**config.mk**
```make
export PLATFORM = sky130hd
export DESIGN_NAME = updown_pulse_tx_flat
export DESIGN_NICKNAME = d
export VERILOG_FILES = /design/src/rtl/updown_pulse_tx_if.sv /design/src/rtl/updown_pulse_tx.sv /design/src/flat_wrapper.sv
export SDC_FILE = /design/constraint.sdc
export NUM_CORES = 1
export LEC_CHECK = 0
export ABC_AREA = 1
export ABC_CLOCK_PERIOD_IN_PS = 2460
export CORE_MARGIN = 3
export CORE_UTILIZATION = 40
export DETAILED_ROUTE_END_ITERATION = 8
export PLACE_DENSITY = 0.65
export SLEW_MARGIN = 10
export SYNTH_ARGS = -nofsm -noshare
export SYNTH_HDL_FRONTEND = slang
export SYNTH_SLANG_ARGS = --single-unit
```
**constraint.sdc**
```tcl
create_clock -name clk -period 2.46 [get_ports clk]
set_clock_uncertainty 0.2 [all_clocks]
set_input_delay 0.738 -clock clk [delete_from_list [all_inputs] [get_ports clk]]
set_output_delay 0.738 -clock clk [all_outputs]
set_load 0.01 [all_outputs]
```
**src/rtl/updown_pulse_tx_if.sv**
```systemverilog
// ----------------------------------------------------------------------------
// updown_pulse_tx_if
// Bundles the command handshake and the pulse-line outputs of updown_pulse_tx.
//   master : command sender (drives cmd_*, abort; observes the rest)
//   slave  : the transmitter (drives up/down lines, status and shadow counters)
// Signals:
//   cmd_valid / cmd_ready   command handshake
//   cmd_dir, cmd_count      1 = pulse `up`, 0 = pulse `down`; number of pulses
//   abort                   stop after the pulse in progress
//   up, down                active-low pulse lines, idle high
//   busy, done              command in progress / one-cycle finish strobe
//   sent, pos               pulses completed / shadow of receiver count
// ----------------------------------------------------------------------------
interface updown_pulse_tx_if #(
    parameter int CNT_W = 14
);
    logic             cmd_valid;
    logic             cmd_ready;
    logic             cmd_dir;
    logic [CNT_W-1:0] cmd_count;
    logic             abort;
    logic             up;
    logic             down;
    logic             busy;
    logic             done;
    logic [CNT_W-1:0] sent;
    logic [CNT_W-1:0] pos;

    modport master (
        output cmd_valid, cmd_dir, cmd_count, abort,
        input  cmd_ready, up, down, busy, done, sent, pos
    );

    modport slave (
        input  cmd_valid, cmd_dir, cmd_count, abort,
        output cmd_ready, up, down, busy, done, sent, pos
    );
endinterface

```
**src/rtl/updown_pulse_tx.sv**
```systemverilog
// ----------------------------------------------------------------------------
// updown_pulse_tx
// Transmit end of the two-wire up/down pulse interface. A command of N steps
// and a direction produces N active-low pulses on `up` or `down`, each
// PULSE_LOW cycles low followed by PULSE_GAP cycles with both lines high.
// A shadow position tracks the value the receiving counter should hold.
// Ports:
//   clk    system clock, rising edge
//   reset  asynchronous, active-high reset
//   bus    updown_pulse_tx_if.slave (command handshake, abort, pulse lines,
//          busy/done status, sent count and shadow position)
// All outputs are registered so the edge-triggered receiver never sees a
// glitch on `up` or `down`.
// ----------------------------------------------------------------------------
module updown_pulse_tx #(
    parameter int CNT_W     = 14,
    parameter int PULSE_LOW = 4,
    parameter int PULSE_GAP = 4
) (
    input  logic                  clk,
    input  logic                  reset,
    updown_pulse_tx_if.slave      bus
);

    localparam int TMR_MAX = (PULSE_LOW > PULSE_GAP) ? PULSE_LOW : PULSE_GAP;
    localparam int TMR_W   = (TMR_MAX > 1) ? $clog2(TMR_MAX) : 1;
    localparam logic [TMR_W-1:0] LOW_LAST = TMR_W'(PULSE_LOW - 1);
    localparam logic [TMR_W-1:0] GAP_LAST = TMR_W'(PULSE_GAP - 1);

    typedef enum logic [1:0] {
        S_IDLE,
        S_LOW,
        S_GAP,
        S_FIN
    } state_t;

    state_t           r_state;
    state_t           w_next_state;
    logic [TMR_W-1:0] r_timer;
    logic             r_dir;
    logic [CNT_W-1:0] r_count;
    logic [CNT_W-1:0] r_sent;
    logic [CNT_W-1:0] r_pos;
    logic             r_abort_pend;
    logic             r_up;
    logic             r_down;
    logic             r_busy;
    logic             r_done;
    logic             r_cmd_ready;

    logic             w_accept;
    logic             w_low_end;
    logic             w_dir_eff;

    // ------------------------------------------------------------------------
    // State register
    // ------------------------------------------------------------------------
    // NOTE: sequential state uses non-blocking assignments so every register
    // samples pre-edge values regardless of process evaluation order.
    always_ff @(posedge clk or posedge reset) begin
        if (reset) begin
            r_state <= S_IDLE;
        end else begin
            r_state <= w_next_state;
        end
    end

    // ------------------------------------------------------------------------
    // Next-state logic
    // ------------------------------------------------------------------------
    // NOTE: every signal written here gets a default first; otherwise a path
    // that skips an assignment would infer a latch.
    always_comb begin
        w_next_state = r_state;
        w_accept     = 1'b0;
        w_low_end    = 1'b0;
        case (r_state)
            S_IDLE: begin
                if (bus.cmd_valid) begin
                    w_accept     = 1'b1;
                    w_next_state = (bus.cmd_count == '0) ? S_FIN : S_LOW;
                end
            end
            S_LOW: begin
                if (r_timer == LOW_LAST) begin
                    w_low_end    = 1'b1;
                    w_next_state = S_GAP;
                end
            end
            S_GAP: begin
                // r_sent already includes the pulse that just ended. An abort
                // arriving in the final gap cycle also prevents the next pulse.
                if (r_timer == GAP_LAST) begin
                    if ((r_sent == r_count) || r_abort_pend || bus.abort) begin
                        w_next_state = S_FIN;
                    end else begin
                        w_next_state = S_LOW;
                    end
                end
            end
            S_FIN: begin
                w_next_state = S_IDLE;
            end
            default: begin
                w_next_state = S_IDLE;
            end
        endcase
    end

    // Direction in force for the next cycle: on acceptance the latched copy
    // is not yet updated, so take it straight from the command.
    assign w_dir_eff = w_accept ? bus.cmd_dir : r_dir;

    // ------------------------------------------------------------------------
    // Datapath: phase timer, command latch, sent/pos counters, abort flag
    // ------------------------------------------------------------------------
    always_ff @(posedge clk or posedge reset) begin
        if (reset) begin
            r_timer      <= '0;
            r_dir        <= 1'b0;
            r_count      <= '0;
            r_sent       <= '0;
            r_pos        <= '0;
            r_abort_pend <= 1'b0;
        end else begin
            // The timer restarts on every state change, so each LOW and GAP
            // phase begins counting from zero.
            if (w_next_state != r_state) begin
                r_timer <= '0;
            end else if ((r_state == S_LOW) || (r_state == S_GAP)) begin
                r_timer <= r_timer + TMR_W'(1);
            end

            if (w_accept) begin
                r_dir   <= bus.cmd_dir;
                r_count <= bus.cmd_count;
                r_sent  <= '0;
            end else if (w_low_end) begin
                // Counted on the rising edge of the line, where the receiver
                // counts; pos wraps naturally at 2^CNT_W.
                r_sent <= r_sent + CNT_W'(1);
                r_pos  <= r_dir ? (r_pos + CNT_W'(1)) : (r_pos - CNT_W'(1));
            end

            if (r_state == S_FIN) begin
                r_abort_pend <= 1'b0;
            end else if (((r_state == S_LOW) || (r_state == S_GAP)) && bus.abort) begin
                r_abort_pend <= 1'b1;
            end
        end
    end

    // ------------------------------------------------------------------------
    // Registered outputs, decoded from the next state so they change exactly
    // with the state and never glitch.
    // ------------------------------------------------------------------------
    always_ff @(posedge clk or posedge reset) begin
        if (reset) begin
            r_up        <= 1'b1;
            r_down      <= 1'b1;
            r_busy      <= 1'b0;
            r_done      <= 1'b0;
            r_cmd_ready <= 1'b1;
        end else begin
            r_up        <= ~((w_next_state == S_LOW) &&  w_dir_eff);
            r_down      <= ~((w_next_state == S_LOW) && !w_dir_eff);
            r_busy      <= (w_next_state != S_IDLE);
            r_done      <= (w_next_state == S_FIN);
            r_cmd_ready <= (w_next_state == S_IDLE);
        end
    end

    assign bus.up        = r_up;
    assign bus.down      = r_down;
    assign bus.busy      = r_busy;
    assign bus.done      = r_done;
    assign bus.cmd_ready = r_cmd_ready;
    assign bus.sent      = r_sent;
    assign bus.pos       = r_pos;

endmodule

```
**src/flat_wrapper.sv**
```systemverilog
// flat-port wrapper written by rule: the top's interface ports become plain ports
module updown_pulse_tx_flat 
#(
    parameter int CNT_W     = 14,
    parameter int PULSE_LOW = 4,
    parameter int PULSE_GAP = 4
)
  (clk, reset, bus_cmd_valid, bus_cmd_dir, bus_cmd_count, bus_abort, bus_cmd_ready, bus_up, bus_down, bus_busy, bus_done, bus_sent, bus_pos);
  updown_pulse_tx_if #(.CNT_W(CNT_W)) bus_i ();
  input  logic clk;
  input  logic reset;
  input wire logic [$bits(bus_i.cmd_valid)-1:0] bus_cmd_valid;
  input wire logic [$bits(bus_i.cmd_dir)-1:0] bus_cmd_dir;
  input wire logic [$bits(bus_i.cmd_count)-1:0] bus_cmd_count;
  input wire logic [$bits(bus_i.abort)-1:0] bus_abort;
  output wire logic [$bits(bus_i.cmd_ready)-1:0] bus_cmd_ready;
  output wire logic [$bits(bus_i.up)-1:0] bus_up;
  output wire logic [$bits(bus_i.down)-1:0] bus_down;
  output wire logic [$bits(bus_i.busy)-1:0] bus_busy;
  output wire logic [$bits(bus_i.done)-1:0] bus_done;
  output wire logic [$bits(bus_i.sent)-1:0] bus_sent;
  output wire logic [$bits(bus_i.pos)-1:0] bus_pos;
  assign bus_i.cmd_valid = bus_cmd_valid;
  assign bus_i.cmd_dir = bus_cmd_dir;
  assign bus_i.cmd_count = bus_cmd_count;
  assign bus_i.abort = bus_abort;
  assign bus_cmd_ready = bus_i.cmd_ready;
  assign bus_up = bus_i.up;
  assign bus_down = bus_i.down;
  assign bus_busy = bus_i.busy;
  assign bus_done = bus_i.done;
  assign bus_sent = bus_i.sent;
  assign bus_pos = bus_i.pos;
  updown_pulse_tx #(.CNT_W(CNT_W), .PULSE_LOW(PULSE_LOW), .PULSE_GAP(PULSE_GAP)) u_core (.clk(clk), .reset(reset), .bus(bus_i));
endmodule
```
## Yosys cells after proc, flatten, opt, wreduce, memory -nomap -nowiden

Cells that the tools add are included.

- Bits of input ports: 19
- Output and inout port bits: 33
- Memory bits (writable): 0
- Memory bits (read-only): 0
- Logic and storage cells: 60
- Memories kept: 0
- Flip-flop bits (word level): 53
- Latch bits: 0

- Order comparisons: 0
- Bitwise gates (word level): 3
- Eq/ne operators: 8
- Divide/modulo/power cells: 0
- Add/subtract/negate cells: 4
- Shift-type cells: 0
- Multiplexer cells: 18
- Reduce and logical (&&, ||, !) cells: 15
- Multiply operators: 0

Operators with widths:

| kind | count |
|---|---|
| $mux 14 | 3 |
| $add 14x1->14 const B | 2 |
| $eq 14x14->1 | 1 |
| $logic_not 14->1 | 1 |
| $mux 2 | 7 |
| $sub 14x1->14 const B | 1 |
| $eq 2x2->1 const B | 4 |
| $pmux 2 s4 | 1 |
| $reduce_bool 2->1 | 4 |
| $mux 1 | 7 |
| $eq 2x1->1 const B | 2 |
| $logic_not 2->1 | 2 |
| $logic_and 1x1->1 | 3 |
| $logic_or 1x1->1 | 3 |
| $not 1->1 | 3 |
| $add 2x1->2 const B | 1 |
| $ne 2x2->1 | 1 |
| $reduce_and 2->1 | 1 |
| $logic_not 1->1 | 1 |

## Depth between registers and ports, before layout

Gate-level depths: netlist (run 1).

- Depth after elaboration: 9
- Depth in mapped cells: 15
- Mapped depth without buffers: 15

## Worst setup path after synthesis (run 1)

Ideal clock, no wire load.

- Path type: reg-to-reg
- Start: register u_core.r_dir
- End: register u_core.r_pos[9], in the netlist u_core.bus.pos[9]
- Setup time: 0.132 ns
- Stages on the path, launching flop included: 12
- Path buffers: 0
- Slack: 0.329 ns
- Arrival time: 1.799 ns
- Clock period less this slack: 2.131 ns
- Cell sequence: dfrtp_1 -> inv_1 -> ha_1 -> nand3_1 -> nand3_1 -> inv_1 -> o21ai_2 -> inv_2 -> nor2_1 -> o21ai_0 -> xor2_1 -> o21ai_1

- Cells in the longest elaborated chain, start to end: 1

RTL lines:

| item | RTL line | RTL |
|---|---|---|
| from (decl) | updown_pulse_tx.sv:40 | `logic r_dir;` |
| from (signal assigned) | updown_pulse_tx.sv:135 | `r_dir <= bus.cmd_dir;` |
| $mux 14 | updown_pulse_tx.sv:142 | `r_pos <= r_dir ? (r_pos + CNT_W'(1)) : (r_pos - CNT_W'(1));` |
| to (signal assigned) | updown_pulse_tx.sv:142 |  |
| to (decl) | updown_pulse_tx.sv:43 | `logic [CNT_W-1:0] r_pos;` |

No other way between the ends.
A chain may end at the register's enable or synchronous reset.

## Worst setup path after layout (run 1)

- Start: register u_core.r_sent[3], in the netlist u_core.bus.sent[3]
- End: output port bus_sent[3]

RTL lines:

| item | RTL line | RTL |
|---|---|---|
| from (decl) | updown_pulse_tx.sv:42 | `logic [CNT_W-1:0] r_sent;` |
| from (signal assigned) | updown_pulse_tx.sv:141 | `r_sent <= r_sent + CNT_W'(1);` |
| to (decl) | flat_wrapper.sv:21 | `output wire logic [$bits(bus_i.sent)-1:0] bus_sent;` |

No word-level cell between the ends.

==> results.cfg, run 1 <==
[run_status]
status = completed

[clock_network]
htreeDepth = 2
clock-sinks = 53
cts-root-buf = clkbuf_8
cts_made_buffers = 5
cts_setup_buffers = 0
clock_latency_ps = 310
cts_tree = done
holdBufCountCts = 0
ctsResizeCount = 0
cts.path.max_buffers = 2
clk_pin_slew_ps = 100

[synth]
syn_avg_cell_area_um2 = 7.594
yosysTopAreaCellShare_pct = 39.32
yosysTopAreaCell = dfrtp_1
synth-seq-cells = 53
synth_cell_types = 34
postSynthCellCount = 419
synth.cell_area_um2 = 3182
seq_area_frac_synth_pct = 41.80
syn_nets = 458
synthTopCellsByArea = dfrtp_1 39%, nand2_1 14%, ha_1 7.5%
synth.yosys.warnings = 0

[finish]
design_area_um2 = 4016
seq_area_um2 = 1330
area_growth_pct = 26.23
layout_commonest_cell = nand2_1
diodes = 0
multi_input_area_um2 = 1614
layout-drive-gt1-share_pct = 10.47
final_cells = 586
nFillCells = 724
layout.nets = 525
layout_common_cells = 116 x nand2_1, 51 x clkdlybuf4s50_1, 50 x dfrtp_1

[route]
drc = 0
num_vias = 2891
drtIter0Drc = 110
wl_um = 7373
routedWlPerCell_um = 12.58
drt_pass1_iterations = 4
viasPerCell = 4.933
ant_nets = 0

[place]
numPortBuffers = 51
place_congestion = 0.8738
dp.cells = 578
place_area_um2 = 3930
pre_cts_ws_ps = -80.16
hpwlAfterDp_um = 5717

[sta]
finalCritPeriodShare_pct = 95.75
finalSetupViolCount = 0
max_freq_ghz = 0.4246
fin_crit_ps = 2355
rsz0062_at_grt = no
setup_slack_ps = 104.6
slew_viol_final = 0
hold_violations = 0
tightest_slew_ps = 347.0
maxSlewHeadroom_pct = 76.65

[global_routing]
grt_overflow_total = 0
grt_pass1_wl_um = 12390
grt_pass1_vias = 2710
antenna_found_initial = 0
grt_max_degree = 54
grt_usage_pct = 17.20

[worst_setup_path]
crit_type = register to output pin
cp.required_ps = 1520
slowest_delay_ps = 590
critPathMaxFanout = 7
cp-start-kind = register
cp_num_buf_inv = 1
cp_slowest_cell = clkdlybuf4s50_1
arrival_ps = 1420
critical_path.top_delay_family = buffers and inverters
end_kind = output pin
crit_chain = clkdlybuf4s50_1

[floorplan]
rows = 31
start_util_pct = 42.50
die_h_um = 95.19
die_x_um = 95.19
core_um2 = 7486
io-pin-count = 52
dieArea_um2 = 9061

[power]
pwr_density_cell_nw_per_um2 = 1116
finalPower_w = 0.004481
p_leak_nw = 1.921
vdd_drop_max_mv = 0.4048

[run]
drv_cap = 0

[hold_path]
hp-class = register to register
==> synthesized netlist by cell type <==
cell and count:
o31ai_1 2, dfstp_2 3, o21ai_0 33, clkbuf_1 5, dfrtp_1 50, nand2_2 3
buf_2 1, nor2_2 3, xnor2_1 4, ha_1 19, a21oi_1 25, nor4_1 2
o2111ai_1 1, inv_2 10, fa_1 1, nand4_1 5, nor3_2 1, nor2_1 40
mux2i_1 1, nand4_2 1, nand3_1 16, xor2_1 4, o21ai_1 2, o21ai_2 1
a21o_1 1, a211oi_1 1, nor3_4 2, nor3_1 6, o21a_1 2, a31oi_1 7
nand2_1 116, nor4_2 2, or2_2 2, inv_1 47
==> metrics by stage <==
| stage | TNS (ps) | util (%) | hold WS (ps) |
|---|---|---|---|
| 2_1_floorplan | 0 | - | 263.9 |
| 3_3_place_gp | -204.2 | 52.50 | 285.9 |
| 3_5_place_dp | -343.2 | 52.50 | 298.3 |
| 4_1_cts | 0 | 53.65 | 321.4 |
| 5_1_grt | 0 | 53.65 | 350.5 |
| 6_report | 0 | 53.65 | 319.6 |
==> state kept, by name, indices dropped and copies added (netlist names) <==
name	count
u_core.bus.busy	1
u_core.bus.cmd_ready	1
u_core.bus.done	1
u_core.bus.down	1
u_core.bus.pos	14
u_core.bus.sent	14
u_core.bus.up	1
u_core.r_abort_pend	1
u_core.r_count	14
u_core.r_dir	1
u_core.r_state	2
u_core.r_timer	2
==> routing by layer <==
layer	track usage [%]	vias up	part of all wire [%]
li1	-	1492	-
met5	0	-	0
met3	2.920	7	3.1
met4	4.808	0	1.2
met1	23.01	1352	49
met2	28.63	40	47
==> power by group <==
group | switching (W) | internal, W
combinational | 0.00145 | 0.00115
clock | 0.000301 | 0.000204
sequential | 0.000211 | 0.00117
==> path summary, 6_finish.rpt <==
check	start	to	slack [ps]	cells past startpoint
hold / removal	u_core.r_count[10]	u_core.r_count[10]	320	2
hold reg to reg	u_core.r_count[10]	u_core.r_count[10]	320	2
setup / recovery	u_core.bus.sent[3]	bus_sent[3]	100	1
setup reg to reg	u_core.r_dir	u_core.bus.pos[13]	260	10
min in group asynchronous	reset	u_core.r_count[3]	580	3
max in group asynchronous	reset	u_core.bus.down	1170	3
==> layout make-up <==
class	count	area share [%]
Clock buffer	6	1.807
Sequential cell	53	33.12
Tap cell	99	3.084
Inverter	57	5.327
Clock inverter	2	0.3427
Multi-Input combinational cell	303	40.19
Timing Repair Buffer	66	16.14
==> logic make-up (layout without fill, tap and decap cells) <==
logic type | after synthesis | after routing | synth area share, %
xor+xnor | 8 | 8 | 2.202
simple gates | 199 | 199 | 27.33
buf+inv | 63 | 131 | 7.472
fa+ha+maj | 20 | 20 | 8.101
flops | 53 | 53 | 41.80
compound gates | 75 | 75 | 12.78
mux | 1 | 1 | 0.3146
Power figures use the tool's default switching activity.
==> inputs of run 2 (changes only) <==
--- a/config.mk
+++ b/config.mk
@@ -7,10 +7,12 @@
 export LEC_CHECK = 0
 export ABC_AREA = 1
 export ABC_CLOCK_PERIOD_IN_PS = 2460
+export CORE_ASPECT_RATIO = 1.25
 export CORE_MARGIN = 3
 export CORE_UTILIZATION = 40
+export CTS_BUF_LIST = sky130_fd_sc_hd__clkbuf_8
 export DETAILED_ROUTE_END_ITERATION = 8
-export PLACE_DENSITY = 0.65
+export PLACE_DENSITY = 0.63
 export SLEW_MARGIN = 10
 export SYNTH_ARGS = -nofsm -noshare
 export SYNTH_HDL_FRONTEND = slang
==> results.cfg, run 2 (synthesis results as in run 1) <==
[worst_setup_path]
cp_slowest_cell = clkdlybuf4s50_1
critical_path.top_delay_family = buffers and inverters
critPathMaxFanout = 7
end_kind = output pin
crit_type = register to output pin
arrival_ps = 1390
cp.required_ps = 1520
r2r_start = u_core.r_dir
crit_chain = clkdlybuf4s50_1
slowest_delay_ps = 590
cp_num_buf_inv = 1
crit_path_start = u_core.bus.sent[3]
cp-start-kind = register

[global_routing]
grt_max_degree = 27
grt_usage_pct = 16.70
antenna_found_initial = 0
grt_overflow_total = 0
grt_pass1_wl_um = 12340
grt_pass1_vias = 2711

[route]
drc = 0
num_vias = 2889
viasPerCell = 5.016
drt_pass1_iterations = 4
ant_nets = 0
drtIter0Drc = 108
routedWlPerCell_um = 12.45
wl_um = 7174

[finish]
nFillCells = 750
layout_commonest_cell = nand2_1
diodes = 0
layout-drive-gt1-share_pct = 10.12
area_growth_pct = 25.91
final_cells = 576
layout_common_cells = 116 x nand2_1, 51 x clkdlybuf4s50_1, 50 x dfrtp_1
postLayoutCoreUtil_pct = 53.19
layout.nets = 522

[run_status]
status = completed

[sta]
tightest_slew_ps = 381.0
max_freq_ghz = 0.4288
finalCritPeriodShare_pct = 94.80
fin_hold_ws_ps = 319.1
rsz0062_at_grt = no
finalSetupViolCount = 0
setup_slack_ps = 127.9
slew_viol_final = 0
hold_violations = 0
maxSlewHeadroom_pct = 74.57
fin_crit_ps = 2332

[hold_path]
min-delay-start = u_core.r_abort_pend
hp-class = register to register

[floorplan]
core_um2 = 7532
io-pin-count = 52
die_x_um = 85.77
start_util_pct = 42.24
dieArea_um2 = 9067
die_h_um = 105.7
rows = 35

[power]
vdd_drop_max_mv = 0.6592
p_leak_nw = 1.918
p_clk_share_pct = 13.2
finalPower_w = 0.004474
p_int_w = 0.002569
pwr_density_cell_nw_per_um2 = 1117
share_comb_of_total_power_pct = 56.2
p_switching_w = 0.001905
seq_power_share_pct = 30.6
swShare_pct = 42.58

[place]
place_congestion = 0.9060
dp.cells = 568
pre_cts_ws_ps = -21.40
hpwlAfterDp_um = 5581
numPortBuffers = 51

[clock_network]
clk_pin_slew_ps = 90
cts.path.max_buffers = 2
cts_setup_buffers = 0
cts_tree = done
cts-root-buf = clkbuf_8
holdBufCountCts = 0
clock_latency_ps = 300
cts_made_buffers = 5
clock-sinks = 53
htreeDepth = 2

[run]
drv_cap = 0
[run 2: changes by cell type in the layout (fill, tap and decap cells not counted), sizes merged]
| cell | delta |
|---|---|
| buf | -3 |
| bufinv | +1 |
| clkbuf | -1 |
[run 2: area by class of cell]
| cell class | instances | area, um2 | share of cell area (%) |
|---|---|---|---|
| Clock inverter | 3 | 38.79 | 0.9681 |
| Sequential cell | 53 | 1330 | 33.20 |
| Clock buffer | 5 | 68.82 | 1.718 |
| Timing Repair Buffer | 63 | 625.6 | 15.62 |
| Inverter | 57 | 214.0 | 5.340 |
| Tap cell | 92 | 115.1 | 2.873 |
| Multi-Input combinational cell | 303 | 1614 | 40.29 |
[run 2: worst paths after layout]
path / end / slack (ps) / cells past startpoint
hold / removal: u_core.r_abort_pend / 320 / 2
max in group asynchronous: u_core.bus.cmd_ready / 1060 / 3
setup / recovery: bus_sent[3] / 130 / 1
setup reg to reg: u_core.bus.pos[13] / 200 / 11
hold reg to reg: u_core.r_abort_pend / 320 / 2
min in group asynchronous: u_core.bus.pos[11] / 510 / 2
[run 2: per-stage QoR]
stage               area, um2  setup TNS [ps]
floorplan                3182               0
global placement         3899               0
detailed placement       3899          -40.96
CTS                      4006               0
global route             4006               0
finish                   4006               0
[run 2: power groups by stage]
| stage | Sequential [W] | Clock (W) | Combinational, W |
|---|---|---|---|
| finish | 0.00137 | 0.000590 | 0.00251 |
| global route | 0.00142 | 0.000637 | 0.00289 |
| CTS | 0.00137 | 0.000607 | 0.00253 |
| detailed placement | 0.00139 | 0 | 0.00251 |
| global placement | 0.00138 | 0 | 0.00250 |
| floorplan | 0.00142 | 0 | 0.00170 |
[run 2: repair_timing]
action / CTS / global route
resized for setup: 0 / 1
hold endpoints to repair: 0 / 0
setup endpoints to repair: 0 / 2
[run 2: per-layer routing]
| metal | wire length [um] | up-vias | global-route usage, % |
|---|---|---|---|
| met5 | 0 | - | 0 |
| met4 | 82 | 0 | 4.186 |
| met3 | 270 | 8 | 2.580 |
| met2 | 3666 | 61 | 28.94 |
| met1 | 3154 | 1338 | 21.57 |
| li1 | - | 1482 | - |
[run 2: worst min-delay path: stages (launching register included)]
cell	delay, ps
dfrtp_1	360
a21oi_1	40
nor2_1	80
==> inputs of run 3 (changes only) <==
--- a/config.mk
+++ b/config.mk
@@ -8,11 +8,11 @@
 export ABC_AREA = 1
 export ABC_CLOCK_PERIOD_IN_PS = 2460
 export CORE_ASPECT_RATIO = 1.25
-export CORE_MARGIN = 3
-export CORE_UTILIZATION = 40
+export CORE_UTILIZATION = 30
 export CTS_BUF_LIST = sky130_fd_sc_hd__clkbuf_8
 export DETAILED_ROUTE_END_ITERATION = 8
-export PLACE_DENSITY = 0.63
+export GPL_TIMING_DRIVEN = 0
+export PLACE_DENSITY = 0.5
 export SLEW_MARGIN = 10
 export SYNTH_ARGS = -nofsm -noshare
 export SYNTH_HDL_FRONTEND = slang
==> results.cfg, run 3 (synthesis results as in run 1) <==
[worst_setup_path]
cp.required_ps = 1520
crit_type = register to output pin
reg2reg_depth = 9
cp_slowest_cell = clkdlybuf4s50_1
cp_num_buf_inv = 1
arrival_ps = 1410
critical_path.top_delay_family = buffers and inverters
crit_chain = clkdlybuf4s50_1
cp-start-kind = register
slowest_delay_ps = 610
path_depth = 1
end_kind = output pin
critPathMaxFanout = 6

[route]
drc = 0
routedWlPerCell_um = 12.94
ant_nets = 0
wl_um = 7921
drtIter0Drc = 69
drt_pass1_iterations = 4
num_vias = 2863
viasPerCell = 4.678

[global_routing]
grt_usage_pct = 15.47
grt_pass1_wl_um = 13210
grt_overflow_total = 0
antenna_found_initial = 0
grt_pass1_vias = 2828
grt_max_degree = 34

[floorplan]
die_h_um = 117.1
rows = 41
dieArea_um2 = 11020
die_x_um = 94.11
io-pin-count = 52
start_util_pct = 31.17
core_um2 = 10210

[finish]
postLayoutCoreUtil_pct = 39.89
nFillCells = 1062
layout_commonest_cell = nand2_1
design_area_um2 = 4073
diodes = 0
final_cells = 612
layout_common_cells = 116 x nand2_1, 51 x clkdlybuf4s50_1, 50 x dfrtp_1
area_growth_pct = 28.00
layout.nets = 521
layout-drive-gt1-share_pct = 11.18

[clock_network]
clk_pin_slew_ps = 90
cts_tree = done
clock-sinks = 53
cts-root-buf = clkbuf_8
htreeDepth = 2
cts_made_buffers = 5
clock_latency_ps = 310
cts.path.max_buffers = 2
holdBufCountCts = 0

[sta]
finalSetupViolCount = 0
tightest_slew_ps = 767.3
max_freq_ghz = 0.4253
finalCritPeriodShare_pct = 95.57
fin_hold_ws_ps = 322.8
slew_viol_final = 0
maxSlewHeadroom_pct = 48.77
fin_crit_ps = 2351
hold_violations = 0

[hold_path]
hp-class = register to register
hold_depth = 2

[place]
dp.cells = 600
place_area_um2 = 3881
hpwlAfterDp_um = 5991
place_congestion = 0.8202
numPortBuffers = 51

[run]
drv_cap = 0

[power]
p_leak_nw = 1.893
pwr_density_cell_nw_per_um2 = 1117
vdd_drop_max_mv = 0.3789

[run_status]
status = completed
## run 3: changes by cell type in the layout (fill, tap and decap cells not counted), moves of 2 or more
| cell | previous run | this run |
|---|---|---|
| ha_1 | 19 | 16 |
| buf_12 | 2 | 0 |
| clkbuf_1 | 0 | 4 |
| a21oi_2 | 0 | 3 |
| buf_4 | 10 | 3 |
| ha_4 | 0 | 2 |
| o21ai_0 | 33 | 31 |
| a21oi_1 | 25 | 22 |
## run 3: area by class of cell
| type | instances | area [um2] | area share, % |
|---|---|---|---|
| tap | 129 | 161.4 | 3.963 |
| buffer | 6 | 25.02 | 0.6144 |
| multi-input combinational | 303 | 1677 | 41.17 |
| inverter | 57 | 217.7 | 5.346 |
| clock buffer | 6 | 82.58 | 2.028 |
| timing repair buffer | 56 | 571.8 | 14.04 |
| clock inverter | 2 | 7.507 | 0.1843 |
| sequential | 53 | 1330 | 32.66 |
## run 3: final timing paths
| check | from | to | slack [ps] |
|---|---|---|---|
| worst max-delay path | u_core.bus.sent[5] | bus_sent[5] | 110 |
| worst min-delay path | u_core.r_abort_pend | u_core.r_abort_pend | 320 |
| worst max register to register | u_core.r_dir | u_core.bus.pos[10] | 170 |
| worst min register to register | u_core.r_abort_pend | u_core.r_abort_pend | 320 |
| max in group asynchronous | reset | u_core.bus.cmd_ready | 740 |
| min in group asynchronous | reset | u_core.bus.pos[10] | 670 |
## run 3: metrics by stage
step / power [W] / worst slack, ps / setup TNS, ps
global placement: 0.003830 / -934.1 / -53740
CTS: 0.004439 / 31.37 / 0
finish: 0.004548 / 108.9 / 0
detailed placement: 0.003861 / -412.7 / -5734
global route: 0.005031 / -7.292 / -7.292
floorplan: 0.003114 / 240.7 / 0
## run 3: what timing repair did
action                     in CTS  in global routing
setup endpoints to repair      11                 10
pin swaps                       0                  0
gates resized for setup         2                 16
buffers inserted                3                  1
## run 3: per-layer routing
metal  part of all wire [%]  vias up  track usage [%]
met3                    3.5        9            3.359
met1                     43     1322            17.47
met5                      0        -                0
met4                    1.6        0            4.718
li1                       -     1486                -
met2                     52       46            28.91
## run 3: where the power goes
part | switching (W) | leakage, nW | internal, W | total (W)
combinational | 0.00150 | 1.18 | 0.00115 | 0.00265
sequential | 0.000217 | 0.655 | 0.00117 | 0.00138
clock | 0.000296 | 0.0538 | 0.000222 | 0.000518
total | 0.00201 | 1.89 | 0.00254 | 0.00455
